`src/rtl/elc_pkg.sv`:
```
// Shared state encoding, direction constants and pending-bitmap helpers
// for the elc_scan_ctrl elevator controller.
package elc_pkg;

  typedef enum logic [1:0] {
    IDLE      = 2'd0,
    MOVE_UP   = 2'd1,
    MOVE_DOWN = 2'd2,
    DOOR_OPEN = 2'd3
  } elc_state_t;

  localparam logic DIR_UP   = 1'b1;
  localparam logic DIR_DOWN = 1'b0;

  // Helpers work on a maximum-size bitmap; callers zero-extend their pending vector.
  localparam int MAX_FLOORS = 256;
  localparam logic [MAX_FLOORS-1:0] FLOOR_ONE = {{(MAX_FLOORS-1){1'b0}}, 1'b1};

  function automatic logic any_above(input logic [MAX_FLOORS-1:0] pend,
                                     input int unsigned flr);
    return |(pend >> (flr + 1));
  endfunction

  function automatic logic any_below(input logic [MAX_FLOORS-1:0] pend,
                                     input int unsigned flr);
    return |(pend & ((FLOOR_ONE << flr) - FLOOR_ONE));
  endfunction

endpackage

```
`src/rtl/elc_cycle_timer.sv`:
```
// Loadable down-counter: load restarts it at load_val, it then counts to zero and
// holds; done is high while the count is zero.
module elc_cycle_timer #(
  parameter int CNT_W = 4
) (
  input  logic             clk,
  input  logic             reset,
  input  logic             load,
  input  logic [CNT_W-1:0] load_val,
  output logic             done
);

  logic [CNT_W-1:0] count;

  always_ff @(posedge clk) begin
    if (reset) begin
      count <= '0;
    end else if (load) begin
      count <= load_val;
    end else if (count != '0) begin
      count <= count - 1'b1;
    end
  end

  assign done = (count == '0);

endmodule

```
`src/rtl/elc_scan_ctrl.sv`:
```
// SCAN-order elevator controller: latches floor requests, sweeps up/down serving them,
// times travel and door dwell. Optional fire recall is enabled by ELC_FIRE_RECALL_EN.
module elc_scan_ctrl
  import elc_pkg::*;
#(
  parameter int N_FLOORS   = 8,
  parameter int FLOOR_W    = $clog2(N_FLOORS),
  parameter int TRAVEL_CYC = 5000,
  parameter int DOOR_CYC   = 5000
) (
  input  logic                clk,
  input  logic                reset,
  input  logic                req_valid,
  input  logic [FLOOR_W-1:0]  req_floor,
  input  logic                over_time,
  input  logic                over_weight,
`ifdef ELC_FIRE_RECALL_EN
  input  logic                fire_recall,
`endif
  output logic [FLOOR_W-1:0]  cur_floor,
  output logic                direction,
  output logic                moving,
  output logic                door_open,
  output logic                complete,
  output logic                door_alert,
  output logic                weight_alert,
  output logic [N_FLOORS-1:0] pending
);

  localparam int MAX_CYC = (TRAVEL_CYC > DOOR_CYC) ? TRAVEL_CYC : DOOR_CYC;
  localparam int CNT_W   = $clog2(MAX_CYC + 1);
  localparam logic [CNT_W-1:0]    TRV_LOAD  = CNT_W'(TRAVEL_CYC - 1);
  localparam logic [CNT_W-1:0]    DWL_LOAD  = CNT_W'(DOOR_CYC - 1);
  localparam logic [FLOOR_W-1:0]  TOP_FLOOR = FLOOR_W'(N_FLOORS - 1);
  localparam logic [N_FLOORS-1:0] ONE_HOT0  = {{(N_FLOORS-1){1'b0}}, 1'b1};

  elc_state_t          state, state_nxt;
  logic [FLOOR_W-1:0]  floor_nxt, step_floor;
  logic                dir_nxt, go_up;
  logic [N_FLOORS-1:0] pend_nxt, pend_m, set_mask, clr_mask, cur_mask, arr_mask;
  logic                stop_pend, stop_nxt, complete_nxt;
  logic                trv_load, dwl_load, trv_done, dwl_done;
  logic                alert_now, req_ok, req_here, at_end, arr_hit;
  logic                up_cur, dn_cur, up_new, dn_new;

  elc_cycle_timer #(.CNT_W(CNT_W)) u_travel (
    .clk(clk), .reset(reset), .load(trv_load), .load_val(TRV_LOAD), .done(trv_done)
  );

  elc_cycle_timer #(.CNT_W(CNT_W)) u_dwell (
    .clk(clk), .reset(reset), .load(dwl_load), .load_val(DWL_LOAD), .done(dwl_done)
  );

  assign alert_now  = over_time | over_weight;
  assign req_ok     = req_valid && (32'(req_floor) < N_FLOORS);
  // A call for the floor the car is parked at opens the door instead of queueing.
  assign req_here   = req_ok && (req_floor == cur_floor) &&
                      ((state == IDLE) || (state == DOOR_OPEN));
  assign set_mask   = (req_ok && !req_here) ? (ONE_HOT0 << req_floor) : '0;
  assign pend_m     = pending | set_mask;
  assign step_floor = (state == MOVE_UP) ? cur_floor + 1'b1 : cur_floor - 1'b1;
  assign cur_mask   = ONE_HOT0 << cur_floor;
  assign arr_mask   = ONE_HOT0 << step_floor;
  assign arr_hit    = |(pend_m & arr_mask);
  assign at_end     = ((state == MOVE_UP) && (cur_floor == TOP_FLOOR)) ||
                      ((state == MOVE_DOWN) && (cur_floor == '0));
  assign up_cur     = any_above(MAX_FLOORS'(pend_m), 32'(cur_floor));
  assign dn_cur     = any_below(MAX_FLOORS'(pend_m), 32'(cur_floor));
  assign up_new     = any_above(MAX_FLOORS'(pend_m), 32'(step_floor));
  assign dn_new     = any_below(MAX_FLOORS'(pend_m), 32'(step_floor));

  assign moving    = (state == MOVE_UP) || (state == MOVE_DOWN);
  assign door_open = (state == DOOR_OPEN);

  always_comb begin
    state_nxt = state;
    floor_nxt = cur_floor;
    dir_nxt   = direction;
    stop_nxt  = 1'b0;
    trv_load  = 1'b0;
    dwl_load  = 1'b0;
    clr_mask  = '0;
    go_up     = direction;
    case (state)
      IDLE: begin
        if (req_here || ((pending != '0) && !up_cur && !dn_cur)) begin
          state_nxt = DOOR_OPEN;
          dwl_load  = 1'b1;
          clr_mask  = cur_mask;
        end else if (pending != '0) begin
          go_up     = (direction == DIR_UP) ? up_cur : !dn_cur;
          state_nxt = go_up ? MOVE_UP : MOVE_DOWN;
          dir_nxt   = go_up ? DIR_UP : DIR_DOWN;
          trv_load  = 1'b1;
        end
      end
      MOVE_UP, MOVE_DOWN: begin
        stop_nxt = stop_pend | alert_now;
        if (trv_done) begin
          if (at_end) begin
            state_nxt = DOOR_OPEN;
            dwl_load  = 1'b1;
            stop_nxt  = 1'b0;
          end else begin
            floor_nxt = step_floor;
            // An alert seen during the step forces a stop at the floor just reached.
            if (stop_pend || alert_now || arr_hit ||
                !((state == MOVE_UP) ? up_new : dn_new)) begin
              state_nxt = DOOR_OPEN;
              dwl_load  = 1'b1;
              clr_mask  = arr_mask;
              stop_nxt  = 1'b0;
            end else begin
              trv_load = 1'b1;
            end
          end
        end
      end
      DOOR_OPEN: begin
        if (req_here) begin
          dwl_load = 1'b1;
        end else if (dwl_done && !alert_now) begin
          if ((direction == DIR_UP) ? up_cur : dn_cur) begin
            state_nxt = (direction == DIR_UP) ? MOVE_UP : MOVE_DOWN;
            trv_load  = 1'b1;
          end else if ((direction == DIR_UP) ? dn_cur : up_cur) begin
            state_nxt = (direction == DIR_UP) ? MOVE_DOWN : MOVE_UP;
            dir_nxt   = !direction;
            trv_load  = 1'b1;
          end else begin
            state_nxt = IDLE;
          end
        end
      end
      default: state_nxt = IDLE;
    endcase
    pend_nxt     = pend_m & ~clr_mask;
    complete_nxt = (state_nxt == IDLE) && (pend_nxt == '0);
`ifdef ELC_FIRE_RECALL_EN
    // Recall overrides normal service: finish the current step, run non-stop to floor 0.
    if (fire_recall) begin
      state_nxt    = state;
      floor_nxt    = cur_floor;
      dir_nxt      = direction;
      stop_nxt     = 1'b0;
      trv_load     = 1'b0;
      dwl_load     = 1'b0;
      pend_nxt     = '0;
      complete_nxt = 1'b0;
      case (state)
        IDLE: begin
          if (cur_floor != '0) begin
            state_nxt = MOVE_DOWN;
            dir_nxt   = DIR_DOWN;
            trv_load  = 1'b1;
          end else begin
            state_nxt = DOOR_OPEN;
            dwl_load  = 1'b1;
          end
        end
        MOVE_UP, MOVE_DOWN: begin
          if (trv_done) begin
            floor_nxt = at_end ? cur_floor : step_floor;
            if (floor_nxt == '0) begin
              state_nxt = DOOR_OPEN;
              dwl_load  = 1'b1;
            end else begin
              state_nxt = MOVE_DOWN;
              dir_nxt   = DIR_DOWN;
              trv_load  = 1'b1;
            end
          end
        end
        DOOR_OPEN: begin
          if ((cur_floor != '0) && dwl_done && !alert_now) begin
            state_nxt = MOVE_DOWN;
            dir_nxt   = DIR_DOWN;
            trv_load  = 1'b1;
          end
        end
        default: state_nxt = IDLE;
      endcase
    end
`endif
  end

  always_ff @(posedge clk) begin
    if (reset) begin
      state        <= IDLE;
      cur_floor    <= '0;
      direction    <= DIR_UP;
      pending      <= '0;
      stop_pend    <= 1'b0;
      complete     <= 1'b1;
      door_alert   <= 1'b0;
      weight_alert <= 1'b0;
    end else begin
      state        <= state_nxt;
      cur_floor    <= floor_nxt;
      direction    <= dir_nxt;
      pending      <= pend_nxt;
      stop_pend    <= stop_nxt;
      complete     <= complete_nxt;
      door_alert   <= over_time;
      weight_alert <= over_weight;
    end
  end

endmodule

```
`config.mk`:
```
export PLATFORM = sky130hd
export DESIGN_NAME = elc_scan_ctrl
export DESIGN_NICKNAME = d
export VERILOG_FILES = /design/src/rtl/elc_pkg.sv /design/src/rtl/elc_cycle_timer.sv /design/src/rtl/elc_scan_ctrl.sv
export SDC_FILE = /design/constraint.sdc
export NUM_CORES = 1
export LEC_CHECK = 0
export CORE_ASPECT_RATIO = 0.5
export CORE_MARGIN = 2
export CORE_UTILIZATION = 64
export DETAILED_ROUTE_END_ITERATION = 10
export PLACE_DENSITY_LB_ADDON = 0.25
export SYNTH_ARGS = -nofsm -noshare
export SYNTH_HDL_FRONTEND = slang
export SYNTH_SLANG_ARGS = --single-unit
```
`constraint.sdc`:
```
create_clock -name clk -period 8.91 [get_ports clk]
set_input_delay 1.782 -clock clk [delete_from_list [all_inputs] [get_ports clk]]
set_output_delay 1.782 -clock clk [all_outputs]
set_load 0.02 [all_outputs]
```
# After elaboration in Yosys (flattened, before gate mapping)
# Index checks and enable logic that the tools add are counted.
# W data, S select, Z words.
[op_classes]
add_sub_neg = 8
eq_ne = 11
shifts = 7
mux = 55
n_bitwise = 10
n_reduce_logical = 45
[ops]
columns = ["op", "n"]
rows = [
  ["$reduce_or A256 Y1", 4],
  ["$and A8 B256 Y256", 2],
  ["$shl A1 B3 Y256 const A", 2],
  ["$shr A8 B4 Y256", 2],
  ["$sub A256 B1 Y256 const B", 2],
  ["$mux W13", 4],
  ["$mux W8", 5],
  ["$mux W1", 28],
  ["$logic_not A13 Y1", 2],
  ["$reduce_bool A13 Y1", 2],
  ["$sub A13 B1 Y13 const B", 2],
  ["$mux W2", 12],
  ["$shl A1 B3 Y8 const A", 3],
  ["$and A8 B8 Y8", 2],
  ["$pmux W8 S2", 1],
  ["$logic_and A1 B1 Y1", 9],
  ["$add A3 B1 Y4 const B", 2],
  ["$logic_not A8 Y1", 1],
  ["$not A8 Y8", 1],
  ["$or A8 B8 Y8", 1],
  ["$reduce_bool A8 Y1", 1],
  ["$reduce_or A2 Y1", 4],
  ["$reduce_or A8 Y1", 1],
  ["$logic_or A1 B1 Y1", 7],
  ["20 further kinds", 36],
]
[totals]
register_bits = 44
inputBits = 8
output_inout_bits = 17
word_cells = 148

# Logic depth before layout (Yosys ltp)
# Gate-level depths: netlist of run 1.
[depth]
depth_word = 20
mapped_depth = 19
mapped_depth_nobuf = 18

# Cells and area by module
# Synthesis of run 1 repeated with hierarchy kept, for this count alone.
[unflattened]
hier_cells = 453
hier_area_um2 = 3569.7
[by_module_without_submodules]
columns = ["mod", "n_inst", "cells_per_inst", "area_each_um2", "seq_area_each_um2"]
rows = [
  ["elc_scan_ctrl", 1, 273, 2043.2, 360.3],
  ["elc_cycle_timer", 2, 90, 763.2, 260.2],
]

# Worst setup path after synthesis of run 1
# No wires, ideal clock.
[synth_timing]
path_kind = "input to register"
from = "input req_floor[1]"
to = "register complete"
setup_ps = 87
arrival_time_ps = 4597
required_time_ps = 8823
path_slack_ps = 4226
stages = 11
n_path_buf = 1
path_cell_list = "clkbuf_1 xor2_1 nor4_2 or4_1 nand4b_1 nor3_2 o21ai_0 mux2_2 o32a_1 or4_1 o31ai_1"
[synth_via]
elab_chain_cells = 20
word_cells_on_any_way = 51
cone_classes = "1 x eq/ne; 3 x shift; 21 x mux; 6 x bitwise; 20 x reduce/logical"
[synth_lines]
columns = ["item", "line", "rtl"]
rows = [
  ["start, declared", "elc_scan_ctrl.sv:14", "input logic [FLOOR_W-1:0] req_floor,"],
  ["$eq A3 B3 Y1", "elc_scan_ctrl.sv:57", "assign req_here = req_ok && (req_floor == cur_floor) &&"],
  ["$logic_and A1 B1 Y1 (2 in a row)", "elc_scan_ctrl.sv:57", ""],
  ["$logic_not A1 Y1", "elc_scan_ctrl.sv:59", "assign set_mask = (req_ok && !req_here) ? (ONE_HOT0 << req_floor) : '0;"],
  ["$logic_and A1 B1 Y1", "elc_scan_ctrl.sv:59", ""],
  ["$mux W8", "elc_scan_ctrl.sv:59", ""],
  ["$or A8 B8 Y8", "elc_scan_ctrl.sv:60", "assign pend_m = pending | set_mask;"],
  ["$shr A8 B4 Y256 or $and A8 B256 Y256 (tied branches)", "elc_pkg.sv:21, elc_pkg.sv:26", ""],
  ["$reduce_or A256 Y1 (on tied branches)", "elc_pkg.sv:21, elc_pkg.sv:26", ""],
  ["[3 not listed]", "n/a", ""],
  ["$mux W8", "elc_scan_ctrl.sv:107", "if (stop_pend || alert_now || arr_hit ||"],
  ["$mux W8", "elc_scan_ctrl.sv:100", "if (at_end) begin"],
  ["$mux W8", "elc_scan_ctrl.sv:99", "if (trv_done) begin"],
  ["$pmux W8 S2", "elc_scan_ctrl.sv:84", "case (state)"],
  ["$not A8 Y8", "elc_scan_ctrl.sv:137", "pend_nxt = pend_m & ~clr_mask;"],
  ["$and A8 B8 Y8", "elc_scan_ctrl.sv:137", ""],
  ["$logic_not A8 Y1", "elc_scan_ctrl.sv:138", "complete_nxt = (state_nxt == IDLE) && (pend_nxt == '0);"],
  ["$logic_and A1 B1 Y1 (*)", "elc_scan_ctrl.sv:138", ""],
  ["end signal, assigned", "elc_scan_ctrl.sv:203", "complete <= complete_nxt;"],
  ["end, declared", "elc_scan_ctrl.sv:24", "output logic complete,"],
]
# Mark *: on every way between the ends. The rest lies on a longest branch, timed or not.
# A chain may end at the register's enable or synchronous reset.

# Final worst setup path of run 1
# Ends and elaborated chain as after synthesis.

==> flow_metrics.env, run 1 <==
export IMPL_fin_util_pct=74.5
export IMPL_port_buffers=24
export IMPL_netlist_area_um2=3290
export IMPL_ant_nets=0
export IMPL_grt_max_degree=43
export IMPL_ff_latch_area_um2=881
export IMPL_clock_latency_ns=0.30
export IMPL_yosysSeqAreaShare_pct=26.8
export IMPL_slew_headroom_pct=39.3
export IMPL_grt_pass1_vias=2993
export IMPL_drc=0
export IMPL_r2r_cells=15
export IMPL_ys_ff_latch=44
export IMPL_path_cells="clkdlybuf4s50_1 > xor2_1 > nor4_2 > o221ai_1 > a31oi_1 > o22a_1 > a32oi_1 > nor3_1 > o32ai_1 > or4_1 > o31ai_1"
export IMPL_cts_made_buffers=5
export IMPL_slowest_delay_ns=0.74
export IMPL_final_cell_mix="dfxtp_1, nor2_1, nor3_1"
export IMPL_nFillCells=365
export IMPL_cts_setup_buffers=0
export IMPL_timing_fmax_ghz=0.184
export IMPL_wirelength_um=9150
export IMPL_grt_first_pass_wirelength_um=14300
export IMPL_crit_fanout=10
export IMPL_fp_dieH_um=54.7
export IMPL_multi_input_area_um2=2260
export IMPL_drt_iter0_drc=270
export IMPL_skew_ns=0.00943
export IMPL_synth_main_ff_cell="dfxtp_1"
export IMPL_outcome="completed"
export IMPL_dpl_hpwl_um=6760
export IMPL_reg2reg_slack_ns=3.75
export IMPL_crit_start="req_floor[1]"
export IMPL_cts_sinks=44
export IMPL_die_w_um=105
export IMPL_min_path_type="register to register"
export IMPL_cts_tree="done"
export IMPL_holdBufCountCts=0
export IMPL_cts_htree_levels=2
export IMPL_core_area_um2=4930
export IMPL_place_ws_ns=3.35
export IMPL_worst_hold_slack_ns=0.513
export IMPL_critPathBufInv=1
export IMPL_critPathCaptureType="register"
export IMPL_critPathLaunchType="input pin"
export IMPL_period_minus_slack_ns=5.43
export IMPL_hold_violations=0
export IMPL_power_density_nw_per_um2=329
export IMPL_globalplace_congestion=1.13
export IMPL_leakage_uw=0.00131
export IMPL_diodes=0
export IMPL_num_io_pins=25
export IMPL_die_area_um2=5760
export IMPL_synth_edff_count=0
export IMPL_slew_viol_final=0
export IMPL_root_buffer="clkbuf_8"
export IMPL_reg2reg_from="cur_floor[0]"
export IMPL_cp_endpoint="complete"
export IMPL_async_flop_share_pct=0
export IMPL_routedWlPerCell_um=18.5
export IMPL_drive_gt1_share_pct=7.53
export IMPL_antenna_found_initial=0
export IMPL_cp_depth=11
export IMPL_rsz0062_at_grt="no"
export IMPL_crit_family="simple AND/OR/NAND/NOR gates"
export IMPL_crit_required_ns=9.13
export IMPL_synthDistinctLibCells=69
export IMPL_mostFrequentLayoutCell="dfxtp_1"
export IMPL_clk_pin_slew_ns=0.09
export IMPL_via_per_inst=6.78
export IMPL_fin_tns_setup_ns=0
export IMPL_grt_usage_pct=31.7
export IMPL_rr_endpoint="complete"
export IMPL_rows=18
export IMPL_hold_start="u_travel.count[12]"
export IMPL_cts_resized=0
export IMPL_setup_viol=0
export IMPL_worst_slack_ns=3.48
export IMPL_vias=3355
export IMPL_yosysWarnings=0
export IMPL_max_cap_violations=0
export IMPL_initial_core_util_pct=66.7
export IMPL_total_power_uw=1210
export IMPL_vdd_drop_max_mv=0.255
export IMPL_clk_path_buf_depth=2
export IMPL_nets=447
export IMPL_syn_nets=433
export IMPL_syn2layout_area_growth_pct=11.7
export IMPL_syn_avg_cell_area_um2=8.02
export IMPL_post_route_period_util_pct=60.9
export IMPL_crit_type="input pin to register"
export IMPL_syn_inst=410
export IMPL_worstPathArrival_ns=5.65
export IMPL_drt_pass1_iterations=5
export IMPL_globalRoute_totalOverflow=0
export IMPL_cp_slowest_cell="nor4_2"
export IMPL_worst_slew_pin_slew_ns=0.910
[flip-flops by register name (all words and copies together) (netlist names)]
signal and count:
complete 1, cur_floor 3, direction 1, door_alert 1
pending 8, state 2, stop_pend 1, u_dwell.count 13
u_travel.count 13, weight_alert 1
[worst min path at each step]
stage	endpoint	slack [ns]	depth (start not counted)
2_1_floorplan	u_travel.count[12]	0.47	2
3_3_place_gp	u_travel.count[12]	0.48	2
3_5_place_dp	u_travel.count[12]	0.50	2
4_1_cts	u_travel.count[12]	0.51	2
5_1_grt	u_travel.count[12]	0.56	2
6_report	u_travel.count[12]	0.51	2
[area by class of cell]
type	count	share of cell area, %
Sequential cell	44	24.0
Multi-Input combinational cell	328	61.6
Clock inverter	3	1.26
Timing Repair Buffer	26	6.95
Inverter	19	1.94
Tap cell	70	2.38
Clock buffer	5	1.87
[layer usage]
metal | wire (µm) | GRT usage (%) | part of all wire, %
met1 | 3890 | 40.1 | 43
met2 | 4100 | 54.6 | 45
met3 | 883 | 6.67 | 9.7
met4 | 276 | 12.9 | 3.0
met5 | 0 | 0 | 0
[report_power, final]
part	total, µW	switching (µW)	internal (µW)
clock	156	72.0	84.5
sequential	334	72.1	261
combinational	717	415	302
[worst reg2reg max path, stage by stage (launching register included)]
cell	delay (ns)
dfxtp_1	0.81
inv_1	0.40
fa_1	0.59
xnor3_1	0.54
nand2_1	0.20
ha_1	0.23
inv_1	0.11
o211ai_1	0.11
nor3_1	0.17
a211oi_1	0.08
and4_1	0.24
nor3_1	0.29
a21oi_1	0.22
o32a_1	0.38
or4_1	0.47
o31ai_1	0.23
[cells in the mapped netlist, drive strengths merged (3+ instances only)]
| master | n | area (µm²) |
|---|---|---|
| nor3b | 5 | 37.5 |
| nand4 | 3 | 18.8 |
| o22ai | 4 | 25.0 |
| nor2 | 38 | 159 |
| o221ai | 6 | 52.6 |
| clkbuf | 17 | 63.8 |
| or2 | 5 | 31.3 |
| nor4 | 18 | 125 |
| o211ai | 3 | 22.5 |
| or3 | 7 | 46.3 |
| nand2b | 9 | 56.3 |
| o32ai | 3 | 26.3 |
| o22a | 3 | 26.3 |
| nor2b | 6 | 37.5 |
| inv | 19 | 71.3 |
| a31oi | 5 | 31.3 |
| or4 | 6 | 56.3 |
| nor4b | 3 | 26.3 |
| nand3 | 5 | 37.5 |
| ha | 14 | 175 |
| dfxtp | 44 | 881 |
| xor2 | 8 | 70.1 |
| a21oi | 23 | 119 |
| nor3 | 32 | 165 |
| xnor2 | 18 | 158 |
| o21a | 4 | 30.0 |
| o31ai | 12 | 90.1 |
| and4 | 5 | 43.8 |
| and2 | 5 | 32.5 |
| o32a | 3 | 30.0 |
| o21ai | 12 | 60.1 |
| mux2 | 3 | 33.8 |
| nand2 | 25 | 93.8 |
| a211oi | 6 | 45.0 |
[metrics by stage]
stage          cells  area (µm²)
2_1_floorplan    410        3290
3_3_place_gp     487        3560
3_5_place_dp     487        3560
4_1_cts          495        3670
5_1_grt          495        3670
6_report         495        3670
[cell families after synthesis]
group,after synthesis,synth area share (%)
DFF,44,26.8
muxes,4,1.33
buffers and inverters,38,4.41
adders and majority gates,15,5.93
and+or+nand+nor,177,30.8
xor gates and xnor gates,28,8.33
AOI/OAI and AO/OA,104,22.4
No activity file was read; power rests on OpenSTA's default activity.
==> run 2: changes to the inputs <==
--- a/config.mk
+++ b/config.mk
@@ -7,7 +7,7 @@
 export LEC_CHECK = 0
 export CORE_ASPECT_RATIO = 0.5
 export CORE_MARGIN = 2
-export CORE_UTILIZATION = 64
+export CORE_UTILIZATION = 59
 export DETAILED_ROUTE_END_ITERATION = 10
 export PLACE_DENSITY_LB_ADDON = 0.25
 export SYNTH_ARGS = -nofsm -noshare
==> constraint.sdc (replaced) <==
create_clock -name clk -period 5.7 [get_ports clk]
set_input_delay 1.14 -clock clk [delete_from_list [all_inputs] [get_ports clk]]
set_output_delay 1.14 -clock clk [all_outputs]
set_load 0.02 [all_outputs]
==> run 2 against run 1 <==
  * Final area hardly changed
  * Non-clock buffer count is 2 higher
  * Global-route usage is 0.64 points higher
  * Hold slack better by 0.0083 ns
  * Critical endpoint unchanged
==> flow_metrics.env, run 2 (same netlist as run 1, synthesis figures left out) <==
export IMPL_outcome="completed"
export IMPL_r2r_cells=16
export IMPL_period_minus_slack_ns=4.86
export IMPL_cts_tree="done"
export IMPL_critPathCaptureType="register"
export IMPL_cts_sinks=44
export IMPL_wl_met1_um=4140
export IMPL_clk_path_buf_depth=2
export IMPL_syn2layout_area_growth_pct=11.8
export IMPL_p_switching_uw=864
export IMPL_power_density_nw_per_um2=510
export IMPL_fp_dieH_um=56.8
export IMPL_post_route_period_util_pct=85.2
export IMPL_rsz0062_at_grt="no"
export IMPL_worst_hold_slack_ns=0.521
export IMPL_clock_latency_ns=0.29
export IMPL_via_per_inst=6.71
export IMPL_grt_first_pass_wirelength_um=15800
export IMPL_grt_usage_pct=32.3
export IMPL_crit_required_ns=5.91
export IMPL_drive_gt1_share_pct=7.53
export IMPL_holdPathStages=2
export IMPL_cts_setup_buffers=0
export IMPL_globalRoute_totalOverflow=0
export IMPL_rows=19
export IMPL_grt_pass1_vias=3204
export IMPL_fin_tns_setup_ns=0
export IMPL_seq_power_share_pct=27.4
export IMPL_grt_max_degree=43
export IMPL_clk_pin_slew_ns=0.08
export IMPL_leakage_uw=0.00131
export IMPL_globalplace_congestion=1.07
export IMPL_dpl_hpwl_um=6830
export IMPL_antenna_found_initial=0
export IMPL_nets=449
export IMPL_num_io_pins=25
export IMPL_hold_violations=0
export IMPL_slew_viol_final=0
export IMPL_max_cap_violations=0
export IMPL_diodes=0
export IMPL_crit_type="input pin to register"
export IMPL_routedWlPerCell_um=18.8
export IMPL_die_area_um2=6230
export IMPL_ant_nets=0
export IMPL_crit_fanout=10
export IMPL_largestRegisters="u_dwell.count (13), u_travel.count (13), pending (8)"
export IMPL_top_layer_used="met4"
export IMPL_initial_core_util_pct=60.7
export IMPL_setup_viol=0
export IMPL_core_area_um2=5420
export IMPL_cell_internal_pwr_uw=1010
export IMPL_p_clk_share_pct=11.9
export IMPL_p_comb_share_pct=60.7
export IMPL_worst_slew_pin_slew_ns=0.938
export IMPL_holdBufCountCts=0
export IMPL_worstPathArrival_ns=5.07
export IMPL_cts_made_buffers=5
export IMPL_mostFrequentLayoutCell="dfxtp_1"
export IMPL_swShare_pct=46.1
export IMPL_critPathLaunchType="input pin"
export IMPL_final_cell_mix="dfxtp_1, nor2_1, nor3_1"
export IMPL_min_path_type="register to register"
export IMPL_slew_headroom_pct=36.9
export IMPL_vias=3344
export IMPL_root_buffer="clkbuf_8"
export IMPL_cts_resized=0
export IMPL_port_buffers=24
export IMPL_cts_htree_levels=2
export IMPL_die_w_um=110
export IMPL_drc=0
export IMPL_wl_met2_um=4140
export IMPL_skew_ns=0.00486
export IMPL_drt_pass1_iterations=6
export IMPL_vdd_drop_max_mv=0.380
export IMPL_fin_util_pct=67.8
export IMPL_drt_iter0_drc=323
export IMPL_wirelength_um=9350
export IMPL_dr_wl_met3_um=856
export IMPL_timing_fmax_ghz=0.206
-- run 2: cell types whose count changed in the layout (fill, tap and decap cells not counted) --
cell / before / now
buf_4: 2 / 4
inv_6: 1 / 0
clkinvlp_4: 1 / 0
-- run 2: cell type report --
cell class | instances | area (µm²)
multi-input cells | 328 | 2260
repair buffers | 28 | 270
clock buffers | 5 | 68.8
well taps | 73 | 91.3
flip-flops and latches | 44 | 881
clock inverters | 1 | 30.0
fillers | 474 | 1740
inverters | 19 | 71.3
-- run 2: path summary, 6_finish.rpt --
path	start	endpoint	slack [ns]
worst max-delay path	req_floor[1]	complete	0.84
worst min-delay path	u_dwell.count[2]	u_dwell.count[2]	0.52
worst max register to register	state[1]	complete	0.98
worst min register to register	u_dwell.count[2]	u_dwell.count[2]	0.52
-- run 2: power groups by stage --
| stage | clock (µW) | combinational [µW] | sequential, µW |
|---|---|---|---|
| finish | 222 | 1140 | 513 |
| global route | 240 | 1250 | 527 |
| CTS | 226 | 1120 | 509 |
| detailed placement | 0 | 1110 | 515 |
| global placement | 0 | 1070 | 503 |
| floorplan | 0 | 855 | 502 |
-- run 2: worst max-delay path: stages --
cell and delay, ns:
clkdlybuf4s50_1 0.71, xor2_1 0.22, nor4_2 0.78, nor4_1 0.14
nor4_1 0.28, and4_1 0.27, o31ai_1 0.18, o31ai_1 0.40
o32ai_1 0.16, or4_1 0.55, o31ai_1 0.24
-- run 2: through the flow --
step / std cells / power [µW] / instance area [µm²] / setup slack, ns
2_1_floorplan: 410 / 1360 / 3290 / 1.32
3_3_place_gp: 492 / 1580 / 3580 / 0.851
3_5_place_dp: 492 / 1620 / 3580 / 0.681
4_1_cts: 498 / 1850 / 3680 / 0.977
5_1_grt: 498 / 2020 / 3680 / 0.611
6_report: 498 / 1870 / 3680 / 0.844
-- run 2: layer usage --
metal,global-route usage (%),vias to the layer above
li1,-,1576
met2,48.4,178
met5,0,-
met3,6.50,30
met4,11.0,0
met1,46.2,1560
==> run 3: changes to the inputs <==
--- a/config.mk
+++ b/config.mk
@@ -6,9 +6,10 @@
 export NUM_CORES = 1
 export LEC_CHECK = 0
 export CORE_ASPECT_RATIO = 0.5
-export CORE_MARGIN = 2
+export CORE_MARGIN = 5
 export CORE_UTILIZATION = 59
 export DETAILED_ROUTE_END_ITERATION = 10
+export GPL_TIMING_DRIVEN = 0
 export PLACE_DENSITY_LB_ADDON = 0.25
 export SYNTH_ARGS = -nofsm -noshare
 export SYNTH_HDL_FRONTEND = slang
==> run 3 against run 2 <==
  * Critical path depth rose by 6
  * Fmax fell by 8.8%
  * Setup slack got worse by 0.47 ns
  * Non-clock buffer count rose by 12
  * Sequential cell count did not move
  * First-iteration DRC count grew 21%
  * Power up 0.69%
  * Combinational power about the same
  * Final area up 0.78%
==> flow_metrics.env, run 3 (same netlist as run 1, synthesis figures left out) <==
export IMPL_slowest_delay_ns=0.53
export IMPL_globalplace_congestion=1.09
export IMPL_port_buffers=21
export IMPL_vias=3363
export IMPL_num_io_pins=25
export IMPL_clk_path_buf_depth=2
export IMPL_worst_slew_pin_slew_ns=1.04
export IMPL_dpl_hpwl_um=7280
export IMPL_die_w_um=116
export IMPL_critPathCaptureType="register"
export IMPL_final_cell_mix="dfxtp_1, nor2_1, nor3_1"
export IMPL_crit_family="simple AND/OR/NAND/NOR gates"
export IMPL_crit_type="register to register"
export IMPL_ant_nets=0
export IMPL_crit_fanout=10
export IMPL_mostFrequentLayoutCell="dfxtp_1"
export IMPL_routedWlPerCell_um=18.5
export IMPL_clock_latency_ns=0.31
export IMPL_busiest_layer="met2"
export IMPL_cp_slowest_cell="or4_1"
export IMPL_skew_ns=0.0113
export IMPL_total_power_uw=1890
export IMPL_use_met3_pct=8.41
export IMPL_drt_pass1_iterations=5
export IMPL_finalInstanceArea_um2=3700
export IMPL_globalRoute_totalOverflow=0
export IMPL_leakage_uw=0.00132
export IMPL_holdBufCountCts=0
export IMPL_timing_fmax_ghz=0.188
export IMPL_grt_usage_pct=26.9
export IMPL_die_area_um2=7260
export IMPL_outcome="completed"
export IMPL_drt_iter0_drc=390
export IMPL_drc=0
export IMPL_rsz0062_at_grt="no"
export IMPL_cts_htree_levels=2
export IMPL_met2_usage_pct=41.4
export IMPL_grt_max_degree=14
export IMPL_period_minus_slack_ns=5.32
export IMPL_cts_made_buffers=5
export IMPL_worstPathArrival_ns=5.54
export IMPL_grt_pass1_vias=3159
export IMPL_rows=19
export IMPL_clk_pin_slew_ns=0.09
export IMPL_cts_tree="done"
export IMPL_power_density_nw_per_um2=509
export IMPL_setup_viol=0
export IMPL_min_path_type="register to register"
export IMPL_post_route_period_util_pct=93.4
export IMPL_critPathBufInv=5
export IMPL_fin_tns_setup_ns=0
export IMPL_via_per_inst=6.57
export IMPL_critPathLaunchType="register"
export IMPL_fp_dieH_um=62.8
export IMPL_fin_cells=512
export IMPL_path_cells="clkbuf_1 > clkbuf_2 > inv_1 > fa_1 > xnor3_1 > clkbuf_1 > nand2_1 > ha_1 > inv_1 > nor4b_1 > nor4_1 > and4_1 > o31ai_1 > o21ai_0 > o22ai_1 > or4_1 > o31ai_1"
export IMPL_wirelength_um=9490
export IMPL_diodes=0
export IMPL_met1_usage_pct=35.7
export IMPL_slew_viol_final=0
export IMPL_drive_gt1_share_pct=7.52
export IMPL_nets=461
export IMPL_post_place_cells=504
export IMPL_cts_sinks=44
export IMPL_antenna_found_initial=0
export IMPL_vdd_drop_max_mv=0.410
export IMPL_initial_core_util_pct=60.4
export IMPL_grt_first_pass_wirelength_um=15600
export IMPL_slew_headroom_pct=29.9
export IMPL_worst_hold_slack_ns=0.513
export IMPL_crit_required_ns=5.92
export IMPL_root_buffer="clkbuf_8"
export IMPL_core_area_um2=5440
export IMPL_syn2layout_area_growth_pct=12.6
export IMPL_hold_violations=0
export IMPL_max_cap_violations=0
export IMPL_placedInstanceArea_um2=3590
export IMPL_largestRegisters="u_dwell.count (13), u_travel.count (13), pending (8)"
[run 3: final cells by class]
cell class,count,area [µm²]
multi-input cells,328,2270
plain buffers,19,75.1
flip-flops and latches,44,881
clock inverters,2,35.0
repair buffers,21,210
inverters,19,71.3
well taps,73,91.3
clock buffers,6,72.6
fillers,460,1740
[run 3: repair_timing]
action	CTS	global route
setup endpoints to repair	0	1
setup buffers	0	0
gates resized for setup	0	3
[run 3: metal layers]
layer	up-vias	wire length, µm
li1	1598	-
met1	1577	4120
met2	166	4250
met3	22	905
met4	0	214
met5	-	0
[run 3: path summary, 6_finish.rpt]
path                     startpoint                end  slack [ns]  cells after the start
hold reg to reg   u_travel.count[3]  u_travel.count[3]        0.51                      2
hold / removal    u_travel.count[3]  u_travel.count[3]        0.51                      2
setup reg to reg       cur_floor[1]           complete        0.38                     17
setup / recovery       cur_floor[1]           complete        0.38                     17
[run 3: report_power, final]
group	leakage [µW]	internal, µW	switching [µW]
Clock	0.0000552	130	106
Combinational	0.000901	477	669
Sequential	0.000362	409	95.9
Total	0.00132	1020	870
[run 3: tightest hold or removal path, delay by kind of cell, from the launching register on]
family             cells  cell delay [ns]
AOI/OAI and AO/OA      2             0.14
DFF                    1             0.32
[run 3: stage by stage]
step	setup WS (ns)	util [%]
finish	0.377	68.1
global route	0.0591	68.1
CTS	0.346	67.9
detailed placement	0.374	66.0
global placement	0.384	66.0
floorplan	1.32	-
